==> src/rtl/bullet_pool.sv <==
// -----------------------------------------------------------------------------
// bullet_pool
//   Multi-slot player-bullet engine. Up to N_BULLETS bullets are launched from
//   the ship column, climb one row per movement tick of an internal prescaler,
//   and are freed on a collision hit or after passing the top row.
//
// Ports
//   clk       system clock
//   reset     synchronous active-high reset (highest priority)
//   clr       synchronous soft clear, same effect as reset
//   enable    gameplay enable; low freezes prescaler, cooldown and positions
//   shoot     fire button level (launch on rising edge only)
//   hit       per-slot hit from collision logic
//   posH      ship column
//   flying    per-slot active flags
//   bullet_x  packed slot columns, slot i at [i*X_W +: X_W]
//   bullet_y  packed slot rows,    slot i at [i*Y_W +: Y_W]
//   fired     one-cycle pulse the cycle after a launch is accepted
//   full      all slots flying
//   step      one-cycle movement tick pulse
// -----------------------------------------------------------------------------
module bullet_pool #(
  parameter int N_BULLETS = 4,
  parameter int X_W       = 5,
  parameter int Y_W       = 4,
  parameter int Y_START   = 14,
  parameter int STEP_DIV  = 8,
  parameter int COOLDOWN  = 2
) (
  input  logic                     clk,
  input  logic                     reset,
  input  logic                     clr,
  input  logic                     enable,
  input  logic                     shoot,
  input  logic [N_BULLETS-1:0]     hit,
  input  logic [X_W-1:0]           posH,
  output logic [N_BULLETS-1:0]     flying,
  output logic [N_BULLETS*X_W-1:0] bullet_x,
  output logic [N_BULLETS*Y_W-1:0] bullet_y,
  output logic                     fired,
  output logic                     full,
  output logic                     step
);

  localparam int CNT_W = (STEP_DIV > 1) ? $clog2(STEP_DIV) : 1;
  localparam int CD_W  = (COOLDOWN > 0) ? $clog2(COOLDOWN + 1) : 1;
  localparam int SEL_W = (N_BULLETS > 1) ? $clog2(N_BULLETS) : 1;

  localparam logic [CNT_W-1:0] CNT_LAST = CNT_W'(STEP_DIV - 1);
  localparam logic [CD_W-1:0]  CD_INIT  = CD_W'(COOLDOWN);
  localparam logic [Y_W-1:0]   Y_INIT   = Y_W'(Y_START);

  logic                     shoot_q;
  logic [CNT_W-1:0]         cnt;
  logic [CD_W-1:0]          cd;

  logic                     rise;
  logic                     tick;
  logic                     launch;
  logic [SEL_W-1:0]         sel;

  logic [CNT_W-1:0]         cnt_n;
  logic [CD_W-1:0]          cd_n;
  logic [N_BULLETS-1:0]     flying_n;
  logic [N_BULLETS*X_W-1:0] x_n;
  logic [N_BULLETS*Y_W-1:0] y_n;

  // Lowest-index idle slot; scanning downward lets the lowest index win.
  function automatic logic [SEL_W-1:0] first_free(input logic [N_BULLETS-1:0] f);
    logic [SEL_W-1:0] r;
    r = '0;
    for (int i = N_BULLETS - 1; i >= 0; i--) begin
      if (!f[i]) r = SEL_W'(i);
    end
    return r;
  endfunction

  assign rise   = shoot & ~shoot_q;
  assign tick   = enable & (cnt == CNT_LAST);
  // Slot choice uses the current flags, so a slot freed this cycle is not
  // reusable until the next one.
  assign launch = rise & enable & (cd == '0) & ~full;
  assign sel    = first_free(flying);

  always_comb begin
    cnt_n    = cnt;
    cd_n     = cd;
    flying_n = flying;
    x_n      = bullet_x;
    y_n      = bullet_y;

    if (enable) begin
      cnt_n = tick ? '0 : cnt + 1'b1;
    end

    if (launch) begin
      cd_n = CD_INIT;
    end else if (tick && (cd != '0)) begin
      cd_n = cd - 1'b1;
    end

    // Hit beats movement; hits are honoured even while frozen.
    for (int i = 0; i < N_BULLETS; i++) begin
      if (flying[i]) begin
        if (hit[i]) begin
          flying_n[i] = 1'b0;
        end else if (tick) begin
          if (bullet_y[i*Y_W +: Y_W] != '0) begin
            y_n[i*Y_W +: Y_W] = bullet_y[i*Y_W +: Y_W] - 1'b1;
          end else begin
            flying_n[i] = 1'b0;
          end
        end
      end
    end

    // The launched slot is idle now, so neither hit nor movement touched it.
    if (launch) begin
      for (int i = 0; i < N_BULLETS; i++) begin
        if (SEL_W'(i) == sel) begin
          flying_n[i]       = 1'b1;
          x_n[i*X_W +: X_W] = posH;
          y_n[i*Y_W +: Y_W] = Y_INIT;
        end
      end
    end
  end

  always_ff @(posedge clk) begin
    if (reset || clr) begin
      shoot_q  <= 1'b0;
      cnt      <= '0;
      cd       <= '0;
      flying   <= '0;
      bullet_x <= '0;
      bullet_y <= '0;
      fired    <= 1'b0;
      full     <= 1'b0;
      step     <= 1'b0;
    end else begin
      shoot_q  <= shoot;
      cnt      <= cnt_n;
      cd       <= cd_n;
      flying   <= flying_n;
      bullet_x <= x_n;
      bullet_y <= y_n;
      fired    <= launch;
      full     <= &flying_n;
      step     <= tick;
    end
  end

endmodule

==> config.mk <==
export PLATFORM = sky130hd
export DESIGN_NAME = bullet_pool
export DESIGN_NICKNAME = d
export VERILOG_FILES = /design/src/rtl/bullet_pool.sv
export SDC_FILE = /design/constraint.sdc
export NUM_CORES = 1
export LEC_CHECK = 0
export ABC_CLOCK_PERIOD_IN_PS = 2600
export CAP_MARGIN = 25
export CORE_MARGIN = 5
export CORE_UTILIZATION = 48
export DETAILED_ROUTE_END_ITERATION = 10
export PLACE_DENSITY = 0.77
export SLEW_MARGIN = 15
export SYNTH_ARGS = -nofsm -noshare
export SYNTH_HDL_FRONTEND = slang
export SYNTH_SLANG_ARGS = --single-unit
==> constraint.sdc <==
create_clock -name clk -period 2.6 [get_ports clk]
set_clock_uncertainty 0.1 [all_clocks]
set_input_delay 0.78 -clock clk [delete_from_list [all_inputs] [get_ports clk]]
set_output_delay 0.78 -clock clk [all_outputs]
set_load 0.1 [all_outputs]
# ---- After elaboration in Yosys (flattened, before gate mapping)
# Index checks and enable logic that the tools add are counted.
dict set report totals {
  ram_bits 0
  regBits 49
  inputBits 14
  mem_count 0
  word_cells 95
  mem_bits_ro 0
  latch_bits 0
  output_inout_bits 43
}
dict set report classes {
  n_reduce_logical 16
  magnitude_cmp 0
  shifts 0
  multipliers 0
  div_mod_pow 0
  muxes 49
  addsub 6
  n_eq_ne 4
  n_bitwise 7
}
# op n
set ops {}
lappend ops {{two-way mux 4 bit} 21}
lappend ops {{two-way mux 1 bit} 20}
lappend ops {{two-way mux 16 bit} 1}
lappend ops {{nonzero test 4 bit} 4}
lappend ops {{subtractor 4 x 1 -> 4 bit, second input constant} 4}
lappend ops {{two-way mux 2 bit} 6}
lappend ops {{AND reduction 2 bit} 4}
lappend ops {{bitwise AND 1 bit} 5}
lappend ops {{equality test 2 bit, first input constant} 2}
lappend ops {{logical NOT 2 bit} 2}
lappend ops {{AND reduction 4 bit} 1}
lappend ops {{nonzero test 2 bit} 2}
lappend ops {{adder 3 x 1 -> 3 bit, second input constant} 1}
lappend ops {{equality test 3 bit, second input constant} 1}
lappend ops {{two-way mux 3 bit} 1}
lappend ops {{equality test 1 x 2 -> 1 bit, first input constant} 1}
lappend ops {{NOT 1 bit} 2}
lappend ops {{OR reduction 2 bit} 1}
lappend ops {{subtractor 2 x 1 -> 2 bit, second input constant} 1}
lappend ops {{logical AND 1 bit} 1}
lappend ops {{logical OR 1 bit} 1}

# ---- Logic depth before layout (Yosys ltp)
# Gate-level depths: netlist (run 1).
dict set report logic_depth {
  depth_word 8
  depth_mapped 7
  mapped_depth_nobuf 6
}

# ---- Least setup slack after synthesis (run 1)
# No wires, ideal clock.
dict set report synth_timing {
  kind {register to register}
  startpoint {reg flying[1]}
  endpoint {reg full}
  setup_ns 0.088
  path_slack_ns 0.201
  path_buffers 0
  arrival_time_ns 2.211
  synth_period_minus_slack_ns 2.399
  path_stages_with_launch 5
  required_time_ns 2.412
  cell_sequence {dfxtp_1 nand3_1 a211oi_4 a31oi_1 nor4b_2}
}
dict set report synth_via {
  elab_chain_cells 6
  word_cells_on_any_way 13
  classes_between {3 x eq/ne; 8 x mux; 2 x reduce/logical}
}
# element line
set synth_lines {}
lappend synth_lines {{from (decl)} 37} ;# output logic [N_BULLETS-1:0] flying,
lappend synth_lines {{from (signal assigned)} 144} ;# flying <= flying_n;
lappend synth_lines {{two-way mux 2 bit (2 in series)} 73} ;# if (!f[i]) r = SEL_W'(i);
lappend synth_lines {{equality test 1 x 2 -> 1 bit, or another cell as far along} 120} ;# if (SEL_W'(i) == sel) begin
lappend synth_lines {{two-way mux 1 bit} 120}
lappend synth_lines {{two-way mux 4 bit *} 118} ;# if (launch) begin
lappend synth_lines {{AND reduction 4 bit *} 148} ;# full <= &flying_n;
lappend synth_lines {{to (signal assigned)} 148}
lappend synth_lines {{to (decl)} 41} ;# output logic full,
# Every way passes the cells marked *; elsewhere a longest branch is shown, timed or not.
# A chain may end at the register's enable or synchronous reset.

# ---- Final worst setup path (run 1)
dict set report layout_timing {
  startpoint {in enable}
  endpoint {reg bullet_x[11]}
}
dict set report layout_via {
  elab_chain_cells 4
}
# element line
set layout_lines {}
lappend layout_lines {{from (decl)} 33} ;# input logic enable,
lappend layout_lines {{bitwise AND 1 bit (3 in series)} 82} ;# assign launch = rise & enable & (cd == '0) & ~full;
lappend layout_lines {{AND reduction 2 bit (no source line)} -}
lappend layout_lines {{to (signal assigned)} 145} ;# bullet_x <= x_n;
lappend layout_lines {{to (decl)} 38} ;# output logic [N_BULLETS*X_W-1:0] bullet_x,
# No other way between the ends.

==> results of run 1 <==
==> power breakdown <==
group	switching (mW)	total (mW)	internal [mW]
sequential	0.00512	0.762	0.757
clock	0.252	0.634	0.382
combinational	0.0841	0.139	0.0552
==> worst paths after layout <==
check / slack, ns / endpoint / cells past startpoint / startpoint
max: 0.06 / bullet_x[11]$_SDFFE_PP0P_ / 6 / enable
min: 0.38 / cnt[2]$_SDFFE_PP0P_ / 2 / cnt[2]$_SDFFE_PP0P_
min reg2reg: 0.38 / cnt[2]$_SDFFE_PP0P_ / 2 / cnt[2]$_SDFFE_PP0P_
max reg2reg: 0.45 / bullet_y[3]$_SDFF_PP0_ / 6 / cnt[0]$_SDFFE_PP0P_
==> state kept, by name, summed over array words and instances (netlist names) <==
register  count
bullet_x     20
bullet_y     16
cd            2
cnt           3
fired         1
flying        4
full          1
shoot_q       1
step          1
==> logic make-up after synthesis <==
| kind of cell | Yosys count |
|---|---|
| DFF | 49 |
| AOI/OAI and AO/OA | 30 |
| buffers and inverters | 24 |
| muxes | 27 |
| adders and majority gates | 7 |
| and+or+nand+nor | 88 |
| xor gates and xnor gates | 5 |
==> what timing repair did <==
action / in CTS / in global routing
gates resized for setup: 0 / 1
setup endpoints to repair: 0 / 2
hold buffers: 0 / 0
endpoints found under the hold margin: 0 / 0
==> routing by layer <==
| layer | routed length (um) | part of all wire (%) | up-vias | GRT usage (%) |
|---|---|---|---|---|
| li1 | - | - | 947 | - |
| met1 | 2270 | 43 | 861 | 21.3 |
| met2 | 2510 | 48 | 56 | 30.1 |
| met3 | 445 | 8.5 | 6 | 7.61 |
| met4 | 36 | 0.68 | 0 | 3.26 |
| met5 | 0 | 0 | - | 0 |
==> critical path, cell delays in order <==
cell and delay (ns):
clkdlybuf4s50_1 0.51, or3b_1 0.43, or4_1 0.49, buf_4 0.18, mux2i_1 0.17, nor2_1 0.06
==> layout make-up <==
cell class,count,area [um^2]
clock buffer,5,68.8
clock inverter,3,65.1
fill,361,1390
inverter,15,56.3
multi-input combinational,157,1100
sequential,49,981
tap,52,65.1
timing repair buffer,76,628
==> placed cells by master, fill, tap and decap left out, types with 2 or more instances in the layout <==
master,Yosys,routed
nand2b_1,3,3
nor3_1,8,8
o21a_1,3,3
o31a_1,2,2
a21oi_1,20,20
clkbuf_8,0,5
mux2i_1,26,26
and2_1,2,2
ha_1,7,7
and4b_1,3,3
nor4_1,3,2
xnor2_1,5,5
buf_4,1,61
clkdlybuf4s50_1,0,13
inv_1,15,15
nor4_4,2,2
bufinv_16,0,2
nand3_1,2,2
nand2_1,7,7
nor2_1,39,39
a31oi_1,2,2
dfxtp_1,49,49
nor3b_1,4,4
or4_1,3,3
nand4b_1,6,6
buf_12,0,2
==> impl_metrics.csv, run 1 <==
group,metric,value,unit
sta,fmax,0.394,GHz
sta,setup_violations,0,
sta,tns,0,ns
clock_tree,clockRootBuffer,"clkbuf_8",
cells_and_area,num_antenna_cells,0,
sta,slew_headroom,70.0,%
logic_synthesis,synth_mux_area_share,12.5,%
cells_and_area,fin_nets,325,
logic_synthesis,ys_types,35,
route,drt_iter0_drc,92,
pwr,p_leak,1.19,nW
die,die_y,77.2,um
worst_setup_path,worstPathMaxFanout,6,
global_route,grt_max_degree,30,
logic_synthesis,ys_async_sr_fraction,0,%
clock_tree,cts_setup_buffers,0,
logic_synthesis,yosys_warnings,0,
logic_synthesis,synth_top_area_cell,"dfxtp_1",
die,fp.coreArea,4350,um^2
logic_synthesis,synth_common_cells,"dfxtp_1 (49), nor2_1 (39), mux2i_1 (26), a21oi_1 (20), inv_1 (15)",
cells_and_area,final_layout_size_suffix_gt1_share,25.9,%
logic_synthesis,synth-xor-area-share,2.02,%
die,die_area,5960,um^2
die,start_util,49.8,%
job,maxCapViolCount,0,
logic_synthesis,yosysTopAreaCellShare,45.2,%
clock_tree,cts_tree,"built",
logic_synthesis,ys_ff_latch,49,
sta,hold_viol,0,
global_route,grt_pass1_wl,8.78,mm
sta,min_period,2.54,ns
pwr,power,1.54,mW
global_route,overflow,0,
die,placementRows,24,
sta,fin_ws,0.0632,ns
pwr,p_per_area,518,nW/um^2
logic_synthesis,ys_seq_area_share,45.2,%
sta,drv_slew,0,
min_path,hp-class,"reg -> reg",
placed_design,port_buffers,56,
sta,final.period_utilization,97.6,%
route,dr.pass1.iters,4,
logic_synthesis,synth_fa_ha_area_share,4.04,%
cells_and_area,fin_cells,357,
global_route,grtUsageTotal,17.9,%
worst_setup_path,path_class,"in -> reg",
logic_synthesis,synth_top_family_by_area,"simple AND/OR/NAND/NOR gates",
die,num_io_pins,57,
logic_synthesis,synth_area_per_cell,9.43,um^2
placed_design,gp_congestion,0.852,
worst_setup_path,cp.arrival,2.63,ns
clock_tree,clk_latency,0.30,ns
placed_design,dp_hpwl,4.01,mm
clock_tree,clock_path_buffers,2,
global_route,antenna_found_initial,0,
route,wire_per_inst,14.7,um
logic_synthesis,synth_compound_gate_area_share,8.60,%
placed_design,placedCellCount,349,
status,status,"finished, final reports clean",
route,via_count,1870,
logic_synthesis,synth_ff_type,"dfxtp_1",
route,viasPerCell,5.24,
pwr,peakVddDrop,0.314,mV
sta,rsz0062_at_grt,"false",
sta,worst_slew_pin_slew,0.449,ns
logic_synthesis,synth_nets,251,
route,drt-total-wl,5.26,mm
global_route,grt_pass1_vias,1830,
sta,holdWs,0.382,ns
cells_and_area,final_core_util,68.0,%
placed_design,pre_cts_ws,-0.233,ns
logic_synthesis,syn_area,2170,um^2
die,die_w,77.2,um
logic_synthesis,synth-edff-count,0,
route,drc,0,
route,drtAntennaViolNets,0,
placed_design,place_area,2820,um^2
cells_and_area,stdcell_area,2960,um^2
clock_tree,cts_sinks,49,
worst_setup_path,worst_setup_path_start_kind,"input port",
worst_setup_path,required,2.69,ns
worst_setup_path,end_kind,"flop",
logic_synthesis,postSynthCellCount,230,
logic_synthesis,synth_area_leaders,"dfxtp_1 (45%), mux2i_1 (12%), nor2_1 (6.8%)",
logic_synthesis,yosysMostFrequentCell,"dfxtp_1",
clock_tree,cts_max_level,2,
cells_and_area,syn_to_final_growth,36.6,%
clock_tree,cts_buffers,5,
clock_tree,path_clk_slew,0.09,ns
logic_synthesis,synth-simple-area-share,23.2,%
Note: power is estimated with default switching activity, not from simulation.
==> inputs of run 2 (changes only) <==
--- a/config.mk
+++ b/config.mk
@@ -10,6 +10,7 @@
 export CORE_MARGIN = 5
 export CORE_UTILIZATION = 48
 export DETAILED_ROUTE_END_ITERATION = 10
+export GPL_TIMING_DRIVEN = 0
 export PLACE_DENSITY = 0.77
 export SLEW_MARGIN = 15
 export SYNTH_ARGS = -nofsm -noshare
==> run 2 against run 1 <==
First-iteration DRC count down 2.2%. Design area fell by 2.4%. Worst hold slack better by 0.0023 ns. Fmax shrank 0.12%. Routed wire length fell by 4.3%. Global-route usage is 0.68 points lower. Clock power decreased by 25%. Sequential share of layout area up 0.80 points.
==> impl_metrics.csv, run 2 (synthesis results as in run 1) <==
group,metric,value,unit
clock_tree,cts_tree,"built",
sta,rsz0062_at_grt,"false",
sta,drv_slew,0,
worst_setup_path,worst_setup_path_start_kind,"flop",
clock_tree,cts_buffers,5,
route,drc,0,
worst_setup_path,end_kind,"output port",
global_route,overflow,0,
clock_tree,cts_max_level,2,
route,drtAntennaViolNets,0,
route,viasPerCell,5.19,
die,fp.coreArea,4350,um^2
worst_setup_path,required,1.72,ns
clock_tree,clk_latency,0.31,ns
cells_and_area,final_core_util,66.4,%
worst_setup_path,crit_buf_inv,1,
pwr,p_comb_share,9.4,%
placed_design,place_area,2790,um^2
cells_and_area,mostFrequentLayoutCell,"dfxtp_1",
job,maxCapViolCount,0,
worst_setup_path,cp.arrival,1.66,ns
min_path,whs_path_depth,2,
pwr,internal-power,0.998,mW
global_route,grt_pass1_wl,8.43,mm
die,die_area,5960,um^2
die,start_util,49.8,%
die,die_y,77.2,um
sta,fmax,0.394,GHz
worst_setup_path,path_class,"reg -> out",
cells_and_area,regMostFlops,"bullet_x",
cells_and_area,ff_latch_area,981,um^2
pwr,p_switching,0.364,mW
cells_and_area,nFillCells,370,
worst_setup_path,reg2reg_depth,7,
route,via_count,1839,
cells_and_area,stdcell_area,2890,um^2
cells_and_area,fin_nets,322,
cells_and_area,num_antenna_cells,0,
pwr,swShare,26.7,%
route,dr.pass1.iters,4,
sta,holdWs,0.384,ns
route,wire_per_inst,14.2,um
global_route,antenna_found_initial,0,
placed_design,dp_hpwl,3.68,mm
sta,slew_headroom,33.3,%
clock_tree,clockRootBuffer,"clkbuf_8",
worst_setup_path,cp_top_family,"buffers and inverters",
global_route,grt_max_degree,18,
placed_design,port_buffers,56,
die,num_io_pins,57,
worst_setup_path,worstPathMaxFanout,6,
placed_design,gp_congestion,0.834,
sta,final.period_utilization,97.7,%
global_route,grtUsageTotal,17.2,%
worst_setup_path,r2r-start,"cnt[0]$_SDFFE_PP0P_",
clock_tree,cts_sinks,49,
min_path,hp-class,"reg -> reg",
die,placementRows,24,
sta,worst_slew_pin_slew,1.00,ns
cells_and_area,final_layout_size_suffix_gt1_share,9.27,%
worst_setup_path,ff2ff_setup_slack,0.29,ns
die,die_w,77.2,um
cells_and_area,top_regs,"bullet_x: 20 flops, bullet_y: 16 flops, flying: 4 flops",
cells_and_area,multi_input_area,1100,um^2
worst_setup_path,rr_endpoint,"bullet_y[7]$_SDFF_PP0_",
global_route,grt_pass1_vias,1805,
worst_setup_path,cpMaxStageDelayCell,"clkdlybuf4s15_1",
clock_tree,path_clk_slew,0.09,ns
pwr,seqPwrFrac,55.9,%
min_path,hp-start,"cnt[2]$_SDFFE_PP0P_",
worst_setup_path,critPathMaxStageDelay,0.87,ns
route,drt-total-wl,5.03,mm
pwr,p_clk_share,34.7,%
sta,tns,0,ns
pwr,p_leak,1.23,nW
clock_tree,hold_buffers,0,
pwr,p_per_area,471,nW/um^2
min_path,hold_path_end,"cnt[2]$_SDFFE_PP0P_",
cells_and_area,syn_to_final_growth,33.4,%
route,drt_iter0_drc,90,
cells_and_area,final_cell_mix,"dfxtp_1 (49), dlygate4sd2_1 (41), nor2_1 (39)",
sta,min_period,2.54,ns
clock_tree,clock_path_buffers,2,
worst_setup_path,cp_cell_sequence,"clkdlybuf4s15_1",
sta,hold_viol,0,
pwr,peakVddDrop,0.378,mV
status,status,"finished, final reports clean",
cells_and_area,largest_reg_flops,20,
sta,setup_violations,0,
[run 2: changes by cell type in the layout (fill, tap and decap cells not counted), moves of 2 or more]
cell	delta
buf_12	-2
buf_4	-52
bufinv_16	-2
clkbuf_1	+6
clkbuf_2	+2
dlygate4sd2_1	+41
inv_6	+2
[run 2: final cells by class]
type	count	area share [%]
sequential	49	33.9
tap	52	2.25
inverter	15	1.95
timing repair buffer	64	19.3
clock buffer	5	2.38
multi-input combinational	157	38.0
clock inverter	3	0.865
buffer	9	1.34
[run 2: power groups by stage]
| stage | sequential (mW) | clock, mW | combinational, mW |
|---|---|---|---|
| floorplan | 0.811 | 0 | 0.0471 |
| global placement | 0.779 | 0 | 0.126 |
| detailed placement | 0.779 | 0 | 0.127 |
| CTS | 0.762 | 0.486 | 0.128 |
| global route | 0.763 | 0.521 | 0.136 |
| finish | 0.762 | 0.473 | 0.128 |
[run 2: worst max-delay path by stage]
| stage | start | endpoint | slack [ns] | cells past startpoint |
|---|---|---|---|---|
| after CTS | flying[0]$_SDFF_PP0_ | flying[0] | 0.005 | 1 |
| after global placement | enable | full$_SDFF_PP0_ | -0.53 | 6 |
| after floorplan | flying[1]$_SDFF_PP0_ | full$_SDFF_PP0_ | 0.20 | 4 |
| after detailed placement | enable | full$_SDFF_PP0_ | -0.50 | 6 |
| after global routing | flying[1]$_SDFF_PP0_ | flying[1] | 0.008 | 1 |
| final | flying[1]$_SDFF_PP0_ | flying[1] | 0.06 | 1 |
[run 2: what timing repair did]
item	4_1_cts	5_1_grt
pin swaps	3	0
buffers inserted	8	0
setup endpoints to repair	68	3
resized for setup	45	5
[run 2: worst min-delay path, stage by stage, from the launching register on]
cell and delay, ns:
dfxtp_1 0.33, nand2b_1 0.06, a21oi_1 0.05
[run 2: stage by stage]
stage | worst slack, ns | cells | total power, mW
floorplan | 0.201 | 230 | 0.858
global placement | -0.530 | 338 | 0.905
detailed placement | -0.504 | 338 | 0.906
CTS | 0.00497 | 354 | 1.38
global route | 0.00750 | 354 | 1.42
finish | 0.0600 | 354 | 1.36
[run 2: layer usage]
metal / GRT usage [%] / vias up / part of all wire (%)
met5: 0 / - / 0
met4: 3.61 / 0 / 0.84
met3: 8.31 / 5 / 9.2
met2: 27.0 / 50 / 44
met1: 21.4 / 847 / 46
li1: - / 937 / -
